**config.mk**
```make
export PLATFORM = sky130hd
export DESIGN_NAME = matrix_scan_ctrl_flat
export DESIGN_NICKNAME = d
export VERILOG_FILES = /design/src/rtl/matrix_pkg.sv /design/src/rtl/matrix_scan_ctrl_if.sv /design/src/rtl/matrix_oe_timer.sv /design/src/rtl/matrix_scan_ctrl.sv /design/src/flat_wrapper.sv
export SDC_FILE = /design/constraint.sdc
export NUM_CORES = 1
export LEC_CHECK = 0
export BUFFER_PORTS_ARGS = -buffer_cell sky130_fd_sc_hd__buf_2
export CAP_MARGIN = 20
export CORE_AREA = 2 2 62 64
export DETAILED_ROUTE_END_ITERATION = 10
export DIE_AREA = 0 0 64 66
export HOLD_SLACK_MARGIN = 0.02
export PLACE_DENSITY_LB_ADDON = 0.12
export SLEW_MARGIN = 20
export SYNTH_ARGS = -nofsm -noshare
export SYNTH_HDL_FRONTEND = slang
export SYNTH_SLANG_ARGS = --single-unit
```
**constraint.sdc**
```tcl
create_clock -name clk -period 1.7 [get_ports clk]
set_input_delay 0.255 -clock clk [delete_from_list [all_inputs] [get_ports clk]]
set_output_delay 0.255 -clock clk [all_outputs]
set_load 0.01 [all_outputs]
```
**src/rtl/matrix_pkg.sv**
```systemverilog
// matrix_pkg: shared geometry, widths and scan FSM states for the LED matrix scan controller.
package matrix_pkg;
    localparam int COLS = 64;
    localparam int ROWS = 16;
    localparam int COL_W = 6;
    localparam int ROW_W = 4;
    localparam int RGB_W = 6;
    localparam int ADDR_W = ROW_W + COL_W;
    typedef enum logic [2:0] {IDLE, FETCH, SHIFT, LATCH, DISPLAY} state_t;
endpackage

```
**src/rtl/matrix_scan_ctrl_if.sv**
```systemverilog
// matrix_scan_ctrl_if: framebuffer read handshake between scan controller (master) and pixel memory (slave).
interface matrix_scan_ctrl_if;
    import matrix_pkg::*;
    logic              rd_req;
    logic [ADDR_W-1:0] rd_addr;
    logic              rd_ack;
    logic [RGB_W-1:0]  rgb_in;
    modport master (output rd_req, rd_addr, input rd_ack, rgb_in);
    modport slave (input rd_req, rd_addr, output rd_ack, rgb_in);
endinterface

```
**src/rtl/matrix_oe_timer.sv**
```systemverilog
// matrix_oe_timer: loadable down-counter timing the OE-active window of one row.
module matrix_oe_timer (
    input  logic       clk,
    input  logic       rst,
    input  logic       load_i,
    input  logic [7:0] val_i,
    input  logic       dec_i,
    output logic       done_o
);
    logic [7:0] cnt_q, cnt_d;
    always_comb cnt_d = load_i ? val_i : (dec_i && cnt_q != 8'd0) ? cnt_q - 8'd1 : cnt_q;
    always_ff @(posedge clk) begin
        if (rst) cnt_q <= '0;
        else cnt_q <= cnt_d;
    end
    // done flags the final display cycle so the FSM leaves exactly after the loaded count
    assign done_o = cnt_q <= 8'd1;
endmodule

```
**src/rtl/matrix_scan_ctrl.sv**
```systemverilog
// matrix_scan_ctrl: fetches a row-pair from the framebuffer, shifts it into a HUB75-style panel,
// latches it and lights it for a brightness-controlled number of cycles.
module matrix_scan_ctrl
    import matrix_pkg::*;
#(
    parameter int COLS = matrix_pkg::COLS,
    parameter int ROWS = matrix_pkg::ROWS
) (
    input  logic               clk,
    input  logic               rst,
    input  logic               en,
    input  logic [7:0]         brightness,
    matrix_scan_ctrl_if.master fb,
    output logic [RGB_W-1:0]   rgb_out,
    output logic               sclk,
    output logic               lat,
    output logic               oe,
    output logic [ROW_W-1:0]   row_addr,
    output logic               frame_done
);
    state_t           state_q, state_d;
    logic [COL_W-1:0] col_q, col_d;
    logic [ROW_W-1:0] row_q, row_d, row_addr_q, row_addr_d;
    logic [RGB_W-1:0] rgb_q, rgb_d;
    logic             fd_q, fd_d, oe_done, row_end;

    matrix_oe_timer u_timer (
        .clk    (clk),
        .rst    (rst),
        .load_i (state_q == LATCH),
        .val_i  (brightness),
        .dec_i  (state_q == DISPLAY),
        .done_o (oe_done)
    );

    always_ff @(posedge clk) begin
        if (rst) begin
            state_q    <= IDLE;
            col_q      <= '0;
            row_q      <= '0;
            row_addr_q <= '0;
            rgb_q      <= '0;
            fd_q       <= 1'b0;
        end else begin
            state_q    <= state_d;
            col_q      <= col_d;
            row_q      <= row_d;
            row_addr_q <= row_addr_d;
            rgb_q      <= rgb_d;
            fd_q       <= fd_d;
        end
    end

    always_comb begin
        state_d    = state_q;
        col_d      = col_q;
        row_d      = row_q;
        row_addr_d = row_addr_q;
        rgb_d      = rgb_q;
        fd_d       = 1'b0;
        row_end    = 1'b0;
        case (state_q)
            IDLE:    state_d = en ? FETCH : IDLE;
            FETCH: begin
                rgb_d   = fb.rd_ack ? fb.rgb_in : rgb_q;
                state_d = fb.rd_ack ? SHIFT : FETCH;
            end
            SHIFT: begin
                state_d = (col_q == COL_W'(COLS - 1)) ? LATCH : FETCH;
                col_d   = (col_q == COL_W'(COLS - 1)) ? col_q : col_q + 1'b1;
            end
            LATCH: begin
                row_addr_d = row_q;
                state_d    = DISPLAY;
                row_end    = brightness == 8'd0;
            end
            DISPLAY: row_end = oe_done;
            default: state_d = IDLE;
        endcase
        // row end overrides the per-state choice: advance the row and re-sample en
        if (row_end) begin
            row_d   = (row_q == ROW_W'(ROWS - 1)) ? '0 : row_q + 1'b1;
            col_d   = '0;
            fd_d    = row_q == ROW_W'(ROWS - 1);
            state_d = en ? FETCH : IDLE;
        end
    end

    assign fb.rd_req   = state_q == FETCH;
    assign fb.rd_addr  = {row_q, col_q};
    assign sclk        = state_q == SHIFT;
    assign lat         = state_q == LATCH;
    assign oe          = state_q != DISPLAY;
    assign rgb_out     = rgb_q;
    assign row_addr    = row_addr_q;
    assign frame_done  = fd_q;
endmodule

```
**src/flat_wrapper.sv**
```systemverilog
// flat-port wrapper written by rule: the top's interface ports become plain ports
module matrix_scan_ctrl_flat import matrix_pkg::*;
#(
    parameter int COLS = matrix_pkg::COLS,
    parameter int ROWS = matrix_pkg::ROWS
)
  (clk, rst, en, brightness, rgb_out, sclk, lat, oe, row_addr, frame_done, fb_rd_req, fb_rd_addr, fb_rd_ack, fb_rgb_in);
  matrix_scan_ctrl_if fb_i ();
  input  logic clk;
  input  logic rst;
  input  logic en;
  input  logic [7:0] brightness;
  output logic [RGB_W-1:0] rgb_out;
  output logic sclk;
  output logic lat;
  output logic oe;
  output logic [ROW_W-1:0] row_addr;
  output logic frame_done;
  output wire logic [$bits(fb_i.rd_req)-1:0] fb_rd_req;
  output wire logic [$bits(fb_i.rd_addr)-1:0] fb_rd_addr;
  input wire logic [$bits(fb_i.rd_ack)-1:0] fb_rd_ack;
  input wire logic [$bits(fb_i.rgb_in)-1:0] fb_rgb_in;
  assign fb_rd_req = fb_i.rd_req;
  assign fb_rd_addr = fb_i.rd_addr;
  assign fb_i.rd_ack = fb_rd_ack;
  assign fb_i.rgb_in = fb_rgb_in;
  matrix_scan_ctrl #(.COLS(COLS), .ROWS(ROWS)) u_core (.clk(clk), .rst(rst), .en(en), .brightness(brightness), .fb(fb_i), .rgb_out(rgb_out), .sclk(sclk), .lat(lat), .oe(oe), .row_addr(row_addr), .frame_done(frame_done));
endmodule
```
Word level (Yosys, flattened, before mapping)
Index checks and enable logic that the tools add are counted.
Widths: inputs -> output; s select.
{ "op_classes": {"add_sub_neg": 3, "mul": 0, "div_mod_pow": 0, "n_lt_le_gt_ge": 1, "eq_ne": 8, "shifts": 0, "n_mux": 9, "bitwise": 2, "reduce_logical": 9} }
{ "ops": {"columns": ["op", "count"], "rows": [
  ["$mux 8", 2],
  ["$pmux 3 s5", 1],
  ["$le 8x1->1 const B", 1],
  ["$logic_not 8->1", 1],
  ["$reduce_bool 8->1", 1],
  ["$sub 8x1->8 const B", 1],
  ["$add 6x1->6 const B", 1],
  ["$eq 3x2->1 const B", 2],
  ["$eq 6x6->1 const B", 1],
  ["$add 4x1->4 const B", 1],
  ["$eq 4x4->1 const B", 1],
  ["$mux 2", 2],
  ["$mux 4", 1],
  ["$reduce_and 2->1", 2],
  ["$reduce_or 2->1", 2],
  ["$eq 3x1->1 const B", 1],
  ["$eq 3x3->1 const B", 1],
  ["$logic_not 3->1", 1],
  ["$mux 3", 1],
  ["$ne 3x3->1 const B", 1],
  ["$ne 2x1->1 const B", 1],
  ["$not 1->1", 2],
  ["$pmux 1 s2", 1],
  ["$reduce_bool 2->1", 1],
  ["2 further kinds", 2]
]} }
{ "totals": {"ff_bits": 32, "latch_bits": 0, "ram_bits": 0, "romBits": 0, "in_bits": 18, "output_inout_bits": 25, "memories": 0} }

Longest topological paths before layout
Gate-level depths: netlist (run 1).
{ "depth": {"ltp_word": 4, "depth_mapped": 7} }

By module
A second synthesis (run 1) with hierarchy kept.
{ "hier_totals": {"cells_unflattened": 181, "hier_area_um2": 1615.3} }
{ "modules_own_cells": {"columns": ["module", "n_inst", "cells_each", "area_each_um2", "seq_area_each_um2"], "rows": [
  ["matrix_scan_ctrl", 1, 120, 1097.3, 480.5],
  ["matrix_oe_timer", 1, 61, 518.0, 160.2]
]} }

Worst setup path before layout (run 1)
OpenSTA, ideal clock, no wires.
{ "synth_timing": {"path_kind": "reg-to-reg", "from": "register u_core.u_timer.cnt_q[0]", "to": "register u_core.u_timer.cnt_q[1]", "setup_time_ps": 87, "t_arrival_ps": 1593, "required_time_ps": 1613, "setup_slack_ps": 20, "path_stages_with_launch": 7, "path_buffers": 0, "synth_period_minus_slack_ps": 1680, "cell_sequence": "dfxtp_1 -> inv_1 -> ha_1 -> nor3b_1 -> a21oi_1 -> mux2_2 -> o31ai_1"} }
{ "synth_via": {"elab_chain_len": 3} }
{ "synth_rtl": {"columns": ["element", "line_no", "source"], "rows": [
  ["start, declared", "matrix_oe_timer.sv:10", "logic [7:0] cnt_q, cnt_d;"],
  ["start signal, assigned", "matrix_oe_timer.sv:14", "else cnt_q <= cnt_d;"],
  ["$sub 8x1->8 or $reduce_bool 8->1 (tied branches)", "matrix_oe_timer.sv:11", "always_comb cnt_d = load_i ? val_i : (dec_i && cnt_q != 8'd0) ? cnt_q - 8'd1 : cnt_q;"],
  ["$mux 8 or $logic_and 1x1->1 (tied branches)", "matrix_oe_timer.sv:11", null],
  ["$mux 8 or $reduce_bool 2->1 (tied branches)", null, null]
]} }
Parallel ways exist; a longest one is shown, timed or not. The select of a mux whose other input is x is not followed.
A chain may end at the register's enable or synchronous reset.

Worst setup path after layout (run 1)
{ "layout_timing": {"from": "register u_core.u_timer.cnt_q[3]", "to": "register u_core.u_timer.cnt_q[5]"} }
The elaborated chain is that of the path after synthesis.

==> reports/qor.txt, run 1 <==
status: completed
Vias: 1,507
Largest stage delay, worst path: 0.60 ns
Max Root-Sink Buffers: 2
vias in the first global route: 1,451
wire per inst: 13.7 um
most frequent CP cell: a21oi_1
layout cells sized above 1: 39.2%
met2 WL: 1.94 mm
multi-input logic area: 950 um^2
global-route wire length before repair: 6.34 mm
max layer used: met4
Worst R2R End: u_core.u_timer.cnt_q[5]
hold depth: 3
synthesized net count: 198
WS Path Type: flop to flop
GRT Total Usage: 19.3%
#FFs+latches synth: 32
Core Region: 0.00355 mm^2
dpl cells: 271
Post-Place Cell Area: 0.00192 mm^2
Post-DP HPWL: 2.81 mm
FF/Latch Area: 646 um^2
CTS tree: yes
met3 WL post-DR: 158 um
Pwr Density: 683 mW/mm^2
Slew HR: 71.0%
Netlist cell types: 45
ys async rst share: 0%
# rows: 22
# diodes: 0
Peak VDD IR: 0.491 mV
worst path arrival time: 1.92 ns
Power, Total: 0.00140 W
layout net count: 253
final worst-path cycle share: 96.6%
number of fill cells: 335
Clock Latency Late Sink: 0.34 ns
largest net degree at the start of global routing: 27
Area Overhead vs Synth: 27.2%
Root Buffer: clkbuf_4
crit end category: flop
Post-synth EDFFs: 0
clock sinks: 32
Max Cap Viol: 0
r2r startpoint: u_core.u_timer.cnt_q[3]
syn_area_per_cell: 9.18 um^2
Slew Limit Fails: 0
initial antenna violation count: 0
slowest CP cell: or4_4
startpoint types: flop
R2R Setup Slk: 0.06 ns
HP Start: fb_rgb_in[4]
Routed WL: 3.85 mm
fraction of the mapped netlist area in simple logic gates: 24.9%
Pre-antenna DRT Iters: 4
Chip Height: 66 um
mux cell area share after synthesis: 6.97%
HP Class: input port to flop
design area: 0.00205 mm^2
drt initial violations: 83
sequential area share after synthesis: 39.7%
initial core utilization: 45.5%
Final min period: 1.64 ns
Fmax: 609 MHz
htree depth: 2
Finished Layout Cells: 280
Fin. Hold Viols: 0
Port Buffers: 42
Leak: 0.861 nW
R2R depth: 4
Synth Area in XOR/XNOR: 3.80%
Worst-path clk slew: 0.10 ns
IO Count: 43
Worst EP required: 1.98 ns
Placer Congestion: 0.874
Crit Path Max Fanout: 5
Compound-Gate Fraction of Synth Area: 16.0%
met1 wire length: 1.69 mm
total gr overflow: 0
hold buffer count at cts: 0
Final ANT Viol Nets: 0
setup violators final: 0
synthesized area: 0.00162 mm^2
crit path cell chain: or4_4 > a2111oi_2 > a21oi_1 > a21oi_1
Worst Tran Pin Value: 0.434 ns
post-synthesis adder-cell area fraction: 3.10%
vias per inst: 5.38
Final Util: 57.9%
largest family of logic cells by synthesized area: simple AND/OR/NAND/NOR gates
die width: 64 um
ys flop type: dfxtp_1
cells after synthesis: 176
DR DRC count: 0
Die ar.: 0.00422 mm^2
cts bufs inserted: 5
RSZ-0062 raised after global routing: yes
Setup Skew: 0.00939 ns
synth warn: 0
hold-critical path endpoint: u_core.rgb_out[4]
power breakdown:
group | switching, W | total, W | internal [W]
combinational | 0.0000814 | 0.000157 | 0.0000758
sequential | 0.0000196 | 0.000786 | 0.000766
clock | 0.000264 | 0.000460 | 0.000197
layer usage:
layer	up-vias	track usage, %
met5	-	0
met4	0	7.07
met3	5	5.79
met2	30	33.9
met1	721	22.2
li1	751	-
cell type report:
cell class                      count  area share, %
Clock buffer                        6           2.50
Timing Repair Buffer               55           15.0
Multi-Input combinational cell    129           46.2
Tap cell                           48           2.92
Clock inverter                      2          0.487
Sequential cell                    32           31.4
Inverter                            8           1.46
cell usage in the layout (no fill, tap or decap), types with 2 or more instances in the layout:
cell	netlist	layout
mux2i_1	9	9
a21oi_1	14	13
nor4_1	3	3
inv_1	7	7
xor2_1	4	4
nor3_2	1	3
o311ai_0	2	2
ha_1	4	3
and3_1	3	3
a211oi_1	9	8
nand3_1	6	6
mux2_2	2	2
o211ai_1	3	3
o21ai_1	0	2
clkinv_2	0	2
o2111ai_1	2	2
nor2_1	23	23
buf_4	0	13
dfxtp_2	0	4
nor3b_4	1	3
o21ai_0	7	5
xnor2_1	3	3
clkbuf_4	0	5
buf_2	3	42
nand2_1	9	9
dfxtp_1	32	28
synth_stat cells (2+ instances only):
library cell	n	share of area [%]
nor3b_1	2	0.93
xor2_1	4	2.2
a21oi_1	14	4.3
dfxtp_1	32	40
nor4_1	3	1.2
nand3_1	6	1.9
xnor2_1	3	1.6
o2111ai_1	2	1.1
and3_1	3	1.2
buf_2	3	0.93
ha_1	4	3.1
nor2_1	23	5.3
mux2i_1	9	5.6
mux2_2	2	1.4
clkbuf_8	3	2.6
inv_1	7	1.6
nor3_1	3	0.93
o21ai_0	7	2.2
o311ai_0	2	1.1
nand2_1	9	2.1
a211oi_1	9	4.2
o211ai_1	3	1.4
critical path, delay by kind of cell (launching register included):
family	cells	cell delay [ns]
simple gates	1	0.60
compound gates	3	0.58
flops	1	0.41
state kept, by name, summed over array words and instances, names as in the netlist:
name                  count
u_core.u_timer.cnt_q      8
u_core.col_q              6
u_core.rgb_out            6
u_core.row_addr           4
u_core.row_q              4
u_core.state_q            3
u_core.frame_done         1
worst max path at each step:
stage / start / endpoint / slack, ns
5_1_grt: u_core.u_timer.cnt_q[0] / u_core.col_q[2] / -0.007
3_5_place_dp: u_core.u_timer.cnt_q[1] / u_core.u_timer.cnt_q[0] / -0.10
6_report: u_core.u_timer.cnt_q[3] / u_core.u_timer.cnt_q[5] / 0.06
3_3_place_gp: u_core.u_timer.cnt_q[1] / u_core.u_timer.cnt_q[4] / -0.008
4_1_cts: u_core.u_timer.cnt_q[1] / u_core.u_timer.cnt_q[4] / 0.03
2_1_floorplan: u_core.u_timer.cnt_q[0] / u_core.u_timer.cnt_q[1] / 0.02
kinds of logic (layout without fill, tap and decap cells):
| kind of cell | Yosys count | after routing |
|---|---|---|
| simple gates | 67 | 67 |
| mux | 11 | 11 |
| xor+xnor | 7 | 7 |
| buf+inv | 15 | 71 |
| flops | 32 | 32 |
| compound gates | 40 | 40 |
| fa+ha+maj | 4 | 4 |
stage by stage:
| step | setup TNS, ns | setup slack, ns | hold slack [ns] |
|---|---|---|---|
| after floorplan | 0 | 0.0204 | 0.401 |
| after global placement | -0.00809 | -0.00809 | 0.443 |
| after detailed placement | -0.349 | -0.102 | 0.450 |
| after CTS | 0 | 0.0277 | 0.146 |
| after global routing | -0.00672 | -0.00667 | 0.160 |
| final | 0 | 0.0579 | 0.155 |
repair_timing:
| item | 4_1_cts | 5_1_grt |
|---|---|---|
| resized for setup | 6 | 15 |
| setup endpoints to repair | 8 | 18 |
| buffers inserted | 1 | 0 |
Power figures use the tool's default switching activity.
==> inputs of run 2 (changes only) <==
--- a/config.mk
+++ b/config.mk
@@ -12,6 +12,8 @@
 export DIE_AREA = 0 0 64 66
 export HOLD_SLACK_MARGIN = 0.02
 export PLACE_DENSITY_LB_ADDON = 0.12
+export RECOVER_POWER = 25
+export REMOVE_ABC_BUFFERS = 1
 export SLEW_MARGIN = 20
 export SYNTH_ARGS = -nofsm -noshare
 export SYNTH_HDL_FRONTEND = slang
==> run 2 against run 1 <==
Against the previous run:
- design area shrank 0.49%
- die area unchanged
- first-iteration DRC count is 52% higher
- maximum frequency hardly changed
- clock skew decreased by 0.0024 ns
- critical path depth increased by 1
- sequential power barely moved
- combinational power hardly changed
- clock power rose by 24%
- via count unchanged
- count of clock-buffer cells in the layout stayed put
- critical path type unchanged
==> reports/qor.txt, run 2 (synthesis gave the netlist of run 1 again) <==
Placer Congestion: 0.833 (-4.7%)
vias in the first global route: 1,435 (-1.1%)
R2R depth: 5 (+1)
clock sinks: 32 (unchanged)
Peak VDD IR: 0.426 mV (-13%)
layout cells sized above 1: 32.6% (-6.6 points)
Final ANT Viol Nets: 0 (unchanged)
# diodes: 0 (unchanged)
Post-DP HPWL: 2.72 mm (-2.9%)
Slew HR: 70.0% (-0.99 points)
startpoint types: flop
hold buffer count at cts: 0 (unchanged)
largest net degree at the start of global routing: 27 (unchanged)
r2r startpoint: u_core.u_timer.cnt_q[0]
Area Overhead vs Synth: 26.6%
drt initial violations: 126 (+52%)
status: completed
Fin. Hold Viols: 0 (unchanged)
CTS tree: yes
Largest stage delay, worst path: 0.41 ns (-0.19 ns)
final worst-path cycle share: 96.6% (about the same)
Fmax: 609 MHz (about the same)
layout net count: 254 (+0.40%)
RSZ-0062 raised after global routing: yes
Vias: 1,507 (unchanged)
wire per inst: 13.0 um (-5.1%)
pre-CTS WS: -0.0903 ns (+0.0118 ns)
WHS: 0.159 ns (+0.00392 ns)
Worst EP required: 1.97 ns (about the same)
IO Count: 43 (unchanged)
total negative setup slack: 0 ns (unchanged)
Worst Tran Pin Value: 0.446 ns (+0.0111 ns)
Sw Share: 24.0% (-2.0 points)
Max Cap Viol: 0 (unchanged)
Sequential Power Share: 52.0% (-4.0 points)
critical path launch point: u_core.u_timer.cnt_q[0]
worst path arrival time: 1.91 ns (about the same)
GRT Total Usage: 19.1% (-0.22 points)
Clk pwr share: 37.9% (+5.1 points)
WS Path Type: flop to flop
Pwr Density: 739 mW/mm^2 (+8.2%)
crit path cell chain: buf_4 > ha_1 > o2111a_1 > or3_4 > nor3_2
commonest cells after routing, fill and taps aside: 30 x buf_2, 29 x dfxtp_1, 23 x nor2_1
multi-input logic area: 933 um^2 (-1.7%)
sw power: 0.000362 W (-0.76%)
vias per inst: 5.36 (-0.36%)
Setup Skew: 0.00703 ns (-0.00235 ns)
Pre-antenna DRT Iters: 4 (unchanged)
Port Buffers: 42 (unchanged)
leading cell type in the layout, fill and taps excluded: buf_2
Root Buffer: clkbuf_4
Slew Limit Fails: 0 (unchanged)
FF/Latch Area: 644 um^2 (-0.19%)
Crit. path cell count: 5 (+1)
Clock Latency Late Sink: 0.33 ns (about the same)
global-route wire length before repair: 6.23 mm (-1.8%)
slowest CP cell: or3_4
DR DRC count: 0 (unchanged)
Chip Height: 66 um (unchanged)
max reg flops: 8 (unchanged)
setup violators final: 0 (unchanged)
Top delay family on crit path: simple AND/OR/NAND/NOR gates
end of the critical path: u_core.col_q[2]
cts bufs inserted: 5 (unchanged)
Final min period: 1.64 ns (-0.000675 ns)
Routed WL: 3.66 mm (-4.8%)
Bufs and invs on worst path: 1 (+1)
initial core utilization: 45.5% (unchanged)
# rows: 22 (unchanged)
Worst R2R End: u_core.col_q[2]
Core Region: 0.00355 mm^2 (unchanged)
Max Root-Sink Buffers: 2 (unchanged)
Crit Path Max Fanout: 8 (+3)
htree depth: 2 (unchanged)
total gr overflow: 0 (unchanged)
die width: 64 um (unchanged)
Biggest register: u_core.u_timer.cnt_q
P_int: 0.00115 W (+11%)
initial antenna violation count: 0 (unchanged)
PnR worst setup slack: 0.0586 ns (+0.000675 ns)
Worst-path clk slew: 0.10 ns (about the same)
crit end category: flop
Leak: 0.814 nW (-5.5%)
Die ar.: 0.00422 mm^2 (unchanged)
number of fill cells: 339 (+1.2%)
HP Class: input port to flop
Logic pwr share: 10.2% (-1.0 points)
R2R Setup Slk: 0.06 ns (about the same)
## run 2: cell count changes in the layout (fill, tap and decap cells not counted), sizes merged
| cell | change |
|---|---|
| clkbuf | +12 |
| clkinv | -1 |
| buf | -11 |
| bufinv | +1 |
## run 2: layer usage
layer	vias up	track usage, %	wire, um
met5	-	0	0
met4	0	7.61	58
met3	8	6.13	167
met2	29	34.0	1830
met1	716	21.0	1610
li1	754	-	-
## run 2: worst min-delay path by stage
| stage | depth (start not counted) | end | slack, ns | from |
|---|---|---|---|---|
| after floorplan | 1 | u_core.row_addr[0] | 0.32 | rst |
| after global placement | 2 | u_core.row_addr[2] | 0.44 | u_core.row_addr[2] |
| after detailed placement | 2 | u_core.row_addr[0] | 0.45 | u_core.row_addr[0] |
| after CTS | 3 | u_core.rgb_out[5] | 0.15 | fb_rgb_in[5] |
| after global routing | 3 | u_core.rgb_out[3] | 0.15 | fb_rgb_in[3] |
| final | 3 | u_core.rgb_out[4] | 0.16 | fb_rgb_in[4] |
## run 2: through the flow
stage	power, W	instance area (um^2)	instances	util [%]
after CTS	0.00152	2020	279	56.8
final	0.00151	2040	281	57.6
after global placement	0.000938	1920	271	53.9
after floorplan	0.000871	1560	169	-
after detailed placement	0.000944	1920	271	53.9
after global routing	0.00158	2040	281	57.6
## run 2: power by group through the flow
| stage | clock network, W | registers, W | logic, W |
|---|---|---|---|
| global route | 0.000625 | 0.000787 | 0.000169 |
| detailed placement | 0 | 0.000800 | 0.000144 |
| floorplan | 0 | 0.000802 | 0.0000691 |
| global placement | 0 | 0.000798 | 0.000140 |
| CTS | 0.000592 | 0.000784 | 0.000149 |
| finish | 0.000572 | 0.000785 | 0.000154 |
## run 2: cell type report
class / instances / area share, %
Clock buffer: 6 / 2.02
Clock inverter: 2 / 1.71
Inverter: 8 / 1.47
Multi-Input combinational cell: 129 / 45.7
Sequential cell: 32 / 31.5
Tap cell: 48 / 2.94
Timing Repair Buffer: 56 / 14.7
## run 2: tightest hold or removal path: stages
cell and delay [ns]:
buf_2 0.07, mux2i_1 0.05, nor2_1 0.07
## run 2: repair_timing
action | CTS | global route
setup endpoints to repair | 9 | 14
pin swaps | 1 | 3
setup buffers | 0 | 2
resized for setup | 6 | 9
==> inputs of run 3 (changes only) <==
--- a/config.mk
+++ b/config.mk
@@ -5,11 +5,11 @@
 export SDC_FILE = /design/constraint.sdc
 export NUM_CORES = 1
 export LEC_CHECK = 0
-export BUFFER_PORTS_ARGS = -buffer_cell sky130_fd_sc_hd__buf_2
 export CAP_MARGIN = 20
-export CORE_AREA = 2 2 62 64
+export CORE_AREA = 2 2 57 59
 export DETAILED_ROUTE_END_ITERATION = 10
-export DIE_AREA = 0 0 64 66
+export DIE_AREA = 0 0 59 61
+export DONT_BUFFER_PORTS = 1
 export HOLD_SLACK_MARGIN = 0.02
 export PLACE_DENSITY_LB_ADDON = 0.12
 export RECOVER_POWER = 25
==> run 3 against run 2 <==
Against the previous run:
- design area is 8.8% lower
- worst hold slack worse by 0.098 ns
- core utilization is 5.6 points higher
- count of clock-buffer cells in the layout is 1 higher
- global-route usage is 3.4 points higher
- worst setup slack worse by 0.049 ns
- routed wire length is 0.25% higher
- cell count is 20% lower
- critical endpoint is now u_core.u_timer.cnt_q[7]
- largest power group unchanged
- highest routed layer unchanged
==> reports/qor.txt, run 3 (synthesis gave the netlist of run 1 again) <==
IO Count: 43 (unchanged)
R2R depth: 5 (unchanged)
leading cell type in the layout, fill and taps excluded: dfxtp_1
cts bufs inserted: 5 (unchanged)
Fmax: 592 MHz (-2.9%)
largest net degree at the start of global routing: 24 (-11%)
Post-Place Cell Area: 0.00172 mm^2 (-10%)
initial antenna violation count: 0 (unchanged)
layout cells sized above 1: 25.9% (-6.7 points)
global-route wire length before repair: 6.02 mm (-3.3%)
Core Region: 0.00295 mm^2 (-17%)
die width: 59 um (-7.8%)
Biggest register: u_core.u_timer.cnt_q
crit end category: flop
Final min period: 1.69 ns (+0.0486 ns)
Crit Path Max Fanout: 3 (-5)
hold depth: 2 (-1)
Routed WL: 3.67 mm (+0.25%)
Leak: 0.677 nW (-17%)
GRT Total Usage: 22.5% (+3.4 points)
Pre-antenna DRT Iters: 4 (unchanged)
HP Class: input port to flop
clock sinks: 32 (unchanged)
total gr overflow: 0 (unchanged)
Max Cap Viol: 0 (unchanged)
Chip Height: 61 um (-7.6%)
layout net count: 215 (-15%)
wire per inst: 16.2 um (+25%)
status: completed
number of fill cells: 271 (-20%)
Slew Limit Fails: 0 (unchanged)
Worst-path clk slew: 0.11 ns (about the same)
Area Overhead vs Synth: 15.5%
Fin. Hold Viols: 0 (unchanged)
Peak VDD IR: 0.593 mV (+39%)
Final ANT Viol Nets: 0 (unchanged)
RSZ-0062 raised after global routing: yes
worst path arrival time: 1.88 ns (-0.03 ns)
design area: 0.00187 mm^2 (-8.8%)
WS Path Type: flop to flop
total negative setup slack: 0 ns (unchanged)
Placer Congestion: 0.814 (-2.3%)
DR DRC count: 0 (unchanged)
startpoint types: flop
setup violators final: 0 (unchanged)
Post-DP HPWL: 2.53 mm (-7.2%)
Die ar.: 0.00360 mm^2 (-15%)
Clock Latency Late Sink: 0.34 ns (about the same)
CTS tree: yes
Port Buffers: 0 (-100%)
# diodes: 0 (unchanged)
drt initial violations: 69 (-45%)
vias in the first global route: 1,362 (-5.1%)
Root Buffer: clkbuf_4
initial core utilization: 54.7% (+9.2 points)
htree depth: 2 (unchanged)
Worst EP required: 1.89 ns (-0.08 ns)
Vias: 1,385 (-8.1%)
# rows: 20 (-9.1%)
Setup Skew: 0.0154 ns (+0.00840 ns)
commonest cells after routing, fill and taps aside: 30 x dfxtp_1, 23 x nor2_1, 16 x buf_4
vias per inst: 6.13 (+14%)
Slew HR: 42.4% (-28 points)
final worst-path cycle share: 99.4% (+2.9 points)
Pwr Density: 756 mW/mm^2 (+2.4%)
Max Root-Sink Buffers: 2 (unchanged)
Worst Tran Pin Value: 0.861 ns (+0.415 ns)
max reg flops: 8 (unchanged)
==> run 3: cell count changes in the layout (fill, tap and decap cells not counted), moves of 2 or more <==
cell / previous run / this run
buf_4: 14 / 16
clkbuf_8: 0 / 2
clkbuf_1: 13 / 0
buf_2: 30 / 0
==> run 3: power by group <==
group	total [W]	internal, W	switching (W)
Sequential	0.000789	0.000765	0.0000235
Clock	0.000498	0.000234	0.000263
Combinational	0.000125	0.0000587	0.0000660
==> run 3: per-layer routing <==
metal	part of all wire (%)	vias to the layer above	track usage, %
li1	-	680	-
met1	43	654	27.6
met2	50	44	38.1
met3	5.3	7	6.18
met4	1.4	0	8.12
met5	0	-	0
==> run 3: stage by stage <==
stage | instances | utilization [%] | setup slack [ns] | total power (W) | hold WS, ns
after global placement | 218 | 58.1 | -0.0251 | 0.000900 | 0.328
final | 226 | 63.2 | 0.0100 | 0.00141 | 0.0604
after global routing | 226 | 63.2 | -0.0628 | 0.00146 | 0.0688
after detailed placement | 218 | 58.1 | -0.0491 | 0.000904 | 0.331
after CTS | 226 | 61.4 | 0.00467 | 0.00141 | 0.0554
after floorplan | 169 | - | -0.0495 | 0.000871 | 0.324
==> run 3: what timing repair did <==
| action | 4_1_cts | 5_1_grt |
|---|---|---|
| setup endpoints to repair | 11 | 18 |
| hold endpoints to repair | 23 | 0 |
| resized for setup | 5 | 14 |
| pin swaps | 1 | 1 |
| hold buffers | 1 | 0 |
| buffers inserted | 0 | 0 |
==> run 3: worst paths after layout <==
kind / slack (ns) / from / to
setup / recovery: 0.01 / u_core.u_timer.cnt_q[1] / u_core.u_timer.cnt_q[7]
hold reg to reg: 0.51 / u_core.row_addr[3] / u_core.row_addr[3]
hold / removal: 0.06 / en / u_core.state_q[0]
setup reg to reg: 0.01 / u_core.u_timer.cnt_q[1] / u_core.u_timer.cnt_q[7]
==> run 3: final cells by class <==
class                           count  area (um^2)  share of cell area [%]
Timing Repair Buffer               17          130                    6.98
Inverter                            8         30.0                    1.61
Sequential cell                    32          643                    34.5
Clock buffer                        7         65.1                    3.49
Multi-Input combinational cell    129          956                    51.2
Tap cell                           33         41.3                    2.21
==> run 3: critical path, cell delays in order (launching register included) <==
cell	delay, ns
dfxtp_1	0.32
buf_4	0.13
or4_4	0.50
nor4_2	0.25
mux2i_1	0.25
a211oi_1	0.09
